### src/rtl/mac_dot_engine.sv
// mac_dot_engine: LANES parallel multiply-accumulate lanes computing dot products of runtime length,
// with a three-stage (product, accumulate, output) valid/ready pipeline and optional output saturation.
module mac_dot_engine #(
    parameter int DATA_W = 16,
    parameter int LANES  = 4,
    parameter int MAX_K  = 64,
    parameter int SIGNED = 1,
    parameter int ACC_W  = 2*DATA_W+$clog2(MAX_K)+1,
    parameter int OUT_W  = ACC_W
) (
    input  logic                       clk,
    input  logic                       rst_n,
    input  logic [$clog2(MAX_K+1)-1:0] cfg_len,
    input  logic                       cfg_sat,
    input  logic                       in_valid,
    output logic                       in_ready,
    input  logic [LANES*DATA_W-1:0]    a_in,
    input  logic [LANES*DATA_W-1:0]    b_in,
    output logic                       out_valid,
    input  logic                       out_ready,
    output logic [LANES*OUT_W-1:0]     out_data,
    output logic [LANES-1:0]           out_sat
);
    localparam int CW = $clog2(MAX_K+1);
    localparam int PW = 2*DATA_W;
    localparam logic SX = (SIGNED != 0);

    logic [CW-1:0] cnt, len_r, len_eff;
    logic sat_r, sat_eff, first, last, accept, stall, load;
    logic v1, f1, l1, s1, done, s2;
    logic [LANES*OUT_W-1:0] red_data;
    logic [LANES-1:0] red_sat;

    assign first    = (cnt == '0);
    assign len_eff  = !first ? len_r :
                      (cfg_len == '0) ? CW'(1) :
                      (cfg_len > CW'(MAX_K)) ? CW'(MAX_K) : cfg_len;
    assign sat_eff  = first ? cfg_sat : sat_r;
    assign last     = (cnt + CW'(1)) == len_eff;
    // A finished accumulation may leave stage 2 only if the output register is empty or draining now.
    assign load     = done && (!out_valid || out_ready);
    assign stall    = done && !load;
    assign in_ready = !stall;
    assign accept   = in_valid && in_ready;

    always_ff @(posedge clk or negedge rst_n) begin
        if (!rst_n) begin
            {cnt, len_r, sat_r, v1, f1, l1, s1, done, s2} <= '0;
            {out_valid, out_data, out_sat} <= '0;
        end else begin
            if (accept) begin
                cnt <= last ? '0 : cnt + CW'(1);
                if (first) begin
                    len_r <= len_eff;
                    sat_r <= cfg_sat;
                end
            end
            if (!stall) begin
                v1   <= accept;
                f1   <= first;
                l1   <= last;
                s1   <= sat_eff;
                done <= v1 && l1;
                if (v1) s2 <= s1;
            end
            if (load) begin
                out_valid <= 1'b1;
                out_data  <= red_data;
                out_sat   <= red_sat;
            end else if (out_ready) begin
                out_valid <= 1'b0;
                out_data  <= '0;
                out_sat   <= '0;
            end
        end
    end

    genvar i;
    for (i = 0; i < LANES; i++) begin : g_lane
        logic [DATA_W-1:0] a, b;
        logic [PW-1:0] p, prod;
        logic [ACC_W-1:0] pe, acc, hu;
        logic signed [ACC_W-1:0] hs;
        logic fits;
        assign a  = a_in[i*DATA_W +: DATA_W];
        assign b  = b_in[i*DATA_W +: DATA_W];
        // Low 2*DATA_W bits of the product of extended operands are the exact signed/unsigned product.
        assign p  = {{DATA_W{SX & a[DATA_W-1]}}, a} * {{DATA_W{SX & b[DATA_W-1]}}, b};
        assign pe = {{(ACC_W-PW){SX & prod[PW-1]}}, prod};
        always_ff @(posedge clk or negedge rst_n) begin
            if (!rst_n) begin
                prod <= '0;
                acc  <= '0;
            end else if (!stall) begin
                prod <= p;
                if (v1) acc <= f1 ? pe : acc + pe;
            end
        end
        // The value fits OUT_W when everything above the kept bits is pure sign (or zero) extension.
        assign hs   = $signed(acc) >>> (OUT_W-1);
        assign hu   = acc >> OUT_W;
        assign fits = SX ? (hs == '0 || hs == '1) : (hu == '0);
        assign red_sat[i] = !fits;
        assign red_data[i*OUT_W +: OUT_W] = (s2 && !fits) ?
            (SX ? {acc[ACC_W-1], {(OUT_W-1){!acc[ACC_W-1]}}} : {OUT_W{1'b1}}) : acc[OUT_W-1:0];
    end
endmodule

### config.mk
export PLATFORM = sky130hd
export DESIGN_NAME = mac_dot_engine
export DESIGN_NICKNAME = d
export VERILOG_FILES = /design/src/rtl/mac_dot_engine.sv
export SDC_FILE = /design/constraint.sdc
export NUM_CORES = 2
export LEC_CHECK = 0
export CAP_MARGIN = 20
export CORE_MARGIN = 5
export CORE_UTILIZATION = 59
export CTS_BUF_LIST = sky130_fd_sc_hd__clkbuf_4
export CTS_CLUSTER_DIAMETER = 30
export DETAILED_ROUTE_END_ITERATION = 10
export PLACE_DENSITY_LB_ADDON = 0.2
export SYNTH_ARGS = -nofsm -noshare
export SYNTH_HDL_FRONTEND = slang
export SYNTH_SLANG_ARGS = --single-unit
### constraint.sdc
create_clock -name clk -period 5.7 [get_ports clk]
set_clock_uncertainty 0.1 [all_clocks]
set_input_delay 0.57 -clock clk [delete_from_list [all_inputs] [get_ports clk]]
set_output_delay 0.57 -clock clk [all_outputs]
set_load 0.01 [all_outputs]
After elaboration in Yosys (flattened, before gate mapping) --
Cells that the tools add are included.
Storage, ports and cells: register bits after elaboration 466, bits of input ports 140, logic and storage cells 88
Operators by class: add/sub/neg operators 5, $mul 4, $lt $le $gt $ge 1, equal/unequal tests 5, mux-type cells 19, bitwise gates (word level) 1, reductions and logical operators 33
Operators by type and width (number):
- $mux 156 | 2
- $add 39x39->39 | 4
- $eq 39x39->1 const B | 4
- $logic_not 39->1 | 4
- $mux 39 | 4
- $mux 38 | 4
- $mul 16x16->32 | 4
- $mux 7 | 4
- $logic_not 7->1 | 2
- $logic_not 1->1 | 11
- $logic_and 1x1->1 | 8
- $mux 4 | 2
- $add 7x1->7 const B | 1
- $eq 7x7->1 | 1
- $gt 7x7->1 const B | 1
- $logic_or 1x1->1 | 5
- $reduce_and 2->1 | 2
- $mux 1 | 3
- $reduce_bool 2->1 | 1
- $not 1->1 | 1

Logic depth before layout (Yosys ltp) --
depth in word-level cells 8, mapped depth 25, gate-level depth less buffers 24

Least setup slack after synthesis --
No wires, ideal clock.
path kind in2reg, start point input a_in[31], end point register g_lane[1].prod[31], setup time 0.133 ns, arrival time 6.952 ns, data required time 5.467 ns, setup slack -1.485 ns, stages on the path 23, path buffers 1, path through clkbuf_1 > nand2_1 > inv_1 > fa_1 > fa_1 > inv_1 > fa_1 > fa_1 > inv_1 > fa_1 > inv_1 > fa_1 > inv_1 > ha_1 > nand4_1 > or3_1 > or4b_2 > o2111a_1 > o31ai_1 > a21o_1 > a21oi_1 > xnor2_1 > o21ai_0
On the way: cells in the longest elaborated chain, start to end 1
Ends and longest elaborated chain:
- start: declaration | RTL line 17 | input logic [LANES*DATA_W-1:0] a_in,
- $mul 16x16->32 | RTL line 88 | assign p = {{DATA_W{SX & a[DATA_W-1]}}, a} * {{DATA_W{SX & b[DATA_W-1]}}, b};
- end signal: assignment | RTL line 95 | prod <= p;
- end: declaration | RTL line 81 | logic [PW-1:0] p, prod;
No other way between the ends. A chain may end at the register's enable or synchronous reset.

Final worst setup path --
Ends and elaborated chain as after synthesis.

==> summary.md <==
| Metric | Value |
|---|---|
| H-Tree Depth | `4` |
| Crit path largest cell delay | `0.61 ns` |
| Main synth FF type | `dfrtp_1` |
| GRT Util Overall | `29.3%` |
| Final setup vio count | `5` |
| TritonCTS Buffers | `143` |
| Multi-input gate area | `49,300 um2` |
| Vias in the first global route | `55,800` |
| CTS max path bufs | `3` |
| Cell Rows | `121` |
| Avg WL per Cell | `17.4 um` |
| Die H | `342 um` |
| Kind of critical path | `input pin to flop` |
| Finished layout cell area | `78,600 um2` |
| Global-route wire length before repair | `280,000 um` |
| Tmin final | `5.81 ns` |
| TNS Setup | `-0.183 ns` |
| Drt drc | `0` |
| Routed wire length | `171,000 um` |
| Gr ovfl total | `0` |
| YS warnings | `0` |
| Yosys cell types | `84` |
| F_max | `0.172 GHz` |
| Post-Syn Area | `65,000 um2` |
| # IOs | `302` |
| CTS sink cnt | `459` |
| Worst Setup SP | `a_in[31]` |
| Yosys top cell by area | `fa_1` |
| Avg Synthesized Cell Area | `8.93 um2` |
| Drt via density | `5.45` |
| FILL cells | `8,194` |
| Seq cells post-synth | `459` |
| Hold Path Class | `input pin to flop` |
| Synth cell count leaders | `1,192 x inv_1, 1,118 x nand2_1, 1,052 x fa_1` |
| Share of layout cells above drive strength 1 | `16.3%` |
| Synth top area cells | `fa_1 32%, dfrtp_1 18%, ha_1 9.3%` |
| CP Cell Sequence | `buf_12, buf_12, and2_4, fa_2, fa_2, fa_1, fa_1, fa_1, inv_2, fa_1, inv_2, ha_4, nand4_1, or3_4, or4b_4, o2111a_2, o31ai_4, a21o_1, a21oi_2, xnor2_1, o21ai_1` |
| Seq/Total Area, Yosys | `17.7%` |
| End of the critical path | `g_lane[1].prod[31]` |
| Synth Instances | `7,281` |
| Pre-Repair DR Iteration Count | `6` |
| Reg2reg end | `g_lane[1].acc[38]` |
| R2R cell count | `14` |
| Slew at the pin closest to its max-slew limit | `1.03 ns` |
| Placed Area | `74,800 um2` |
| Nets | `9,886` |
| Starting DRC count in detailed routing | `3,213` |
| Final Worst Setup Slack | `-0.112 ns` |
| GPL Wtd Cong | `0.905` |
| Starting density of the core | `59.6%` |
| Slowest CP cell | `fa_2` |
| Total core area | `109,000 um2` |
| CTS tree | `done` |
| Hold path start | `cfg_len[4]` |
| Critical R2R Launch | `g_lane[1].prod[0]` |
| Initial antenna violation count | `3` |
| Clk root buf | `clkbuf_4` |
| R2R Setup Slk | `1.38 ns` |
| Worst-path clk slew | `0.06 ns` |
| Status | `finished, violations left` |
| Via count | `53,400` |
| Final Max Slew Viols | `0` |
| Startpoint types | `input pin` |
| Register area | `11,500 um2` |
| Critical Path AT | `6.55 ns` |
| Top cell type's share of synthesized area | `32.4%` |
| Port bufs | `296` |
| Crit path max fanout | `6` |
| Area Overhead vs Synth | `20.8%` |
| Ys async rst share | `100%` |
| Final Hold Fails | `0` |
| Pin count of the biggest net entering global routing | `167` |
| Number of synthesized flops with an enable pin | `0` |
| Post-DP HPWL | `134,000 um` |
| CP Data Required Time | `6.44 ns` |
| Hold_ws | `0.146 ns` |
| Failing checks | `negative setup slack` |
| CP Capture Type | `flop` |
| Most frequent cell after synthesis | `inv_1` |
| RSZ-0062 raised after global routing | `yes` |
| Antenna viol nets, final | `0` |
| Max_cap viols | `0` |
| Final Cycle Share | `102%` |
| Die X | `342 um` |
| Worst slew margin | `31.6%` |
| Worst-Skew Late Latency | `0.99 ns` |
| Most repeated library cell on the critical path | `fa_1` |
| Die Area | `117,000 um2` |
## kinds of logic (layout without fill, tap and decap cells)
kind of cell | count (synthesis) | in the layout | share of synthesized area, %
simple gates | 2394 | 2394 | 17.7
fa+ha+maj | 1534 | 1534 | 41.7
buf+inv | 1486 | 2521 | 8.60
compound gates | 1107 | 1107 | 10.3
flops | 459 | 459 | 17.7
xor+xnor | 269 | 269 | 3.62
mux | 31 | 31 | 0.485
other cells | 1 | 9 | 0.00577
## state kept, by name, summed over array words and instances, names as in the netlist
register     cells
g_lane.acc     156
out_data       156
g_lane.prod    128
cnt              7
len_r            7
done             1
f1               1
l1               1
out_valid        1
v1               1
## how the worst min path moves through the flow
stage	end	cells after the start	slack, ns
floorplan	cnt[0]	0	0.17
global placement	len_r[0]	2	0.36
detailed placement	l1	2	0.37
CTS	len_r[4]	3	0.02
global route	len_r[5]	3	0.11
finish	len_r[4]	3	0.15
## cells in the final DEF, fill, tap and decap left out, types with 24 or more instances in the layout
cell             netlist  routed
and2_1               505     467
fa_1                1052     992
and2_4                 0      38
nor2b_1               29      27
clkbuf_2               0      29
clkbuf_4               0     198
nand3_1               54      50
fa_2                   0      60
ha_4                   0      38
o21ai_0              326     296
xor2_1               107     107
dfrtp_1              459     458
nor3_1                55      53
nor2_1               313     303
o21bai_1              28      27
clkdlybuf4s50_1        0     184
inv_2                  1      36
ha_1                 482     441
a31oi_1               31      29
a211oi_1              27      25
buf_4                  4     662
o21a_1                54      54
a21o_1               138     138
buf_12                 0      38
nand3b_1             158     158
mux2i_1               27      27
a21oi_2                1      24
clkinv_1               1      32
xnor2_1              162     160
inv_1               1192    1158
dlymetal6s2s_1         0      55
nand2_1             1118    1089
o21ai_1                2      28
a21oi_1              370     345
buf_6                  0      64
and3_1                26      24
nand2b_1              65      64
## per-stage QoR
stage	util, %	setup WS, ns	instances
floorplan	-	-0.735	7284
global placement	68.5	-1.52	9425
detailed placement	68.5	-1.54	9425
CTS	70.8	-0.0890	9727
global route	72.0	-0.212	9800
finish	72.0	-0.112	9800
## repair_timing
| item | CTS | global route |
|---|---|---|
| setup endpoints to repair | 24 | 35 |
| cloned | 9 | 10 |
| pin swaps | 61 | 192 |
| gates resized for setup | 161 | 343 |
| setup buffers | 37 | 59 |
| hold endpoints to repair | 136 | 1 |
| hold buffers | 4 | 1 |
## critical path, delay by kind of cell
| kind | cells | cell delay (ns) |
|---|---|---|
| fa+ha+maj | 7 | 3.54 |
| compound gates | 5 | 0.79 |
| buf+inv | 4 | 0.34 |
| simple gates | 4 | 1.15 |
| xor+xnor | 1 | 0.14 |
## metal layers
metal | track usage (%) | vias to the layer above | part of all wire (%)
li1 | - | 24800 | -
met1 | 39.6 | 26600 | 42
met2 | 48.2 | 1684 | 48
met3 | 4.62 | 360 | 6.3
met4 | 10.9 | 0 | 4.0
met5 | 0 | - | 0
## final cells by class
| type | count | share of cell area, % |
|---|---|---|
| diodes | 5 | 0.0159 |
| clock buffers | 196 | 1.87 |
| clock inverters | 56 | 0.397 |
| inverters | 1194 | 5.71 |
| multi-input cells | 5339 | 62.7 |
| flip-flops and latches | 459 | 14.6 |
| well taps | 1476 | 2.35 |
| repair buffers | 1075 | 12.3 |
Power is not shown: default switching activity piles up to over one toggle a cycle in this logic, so the estimate is an artifact.
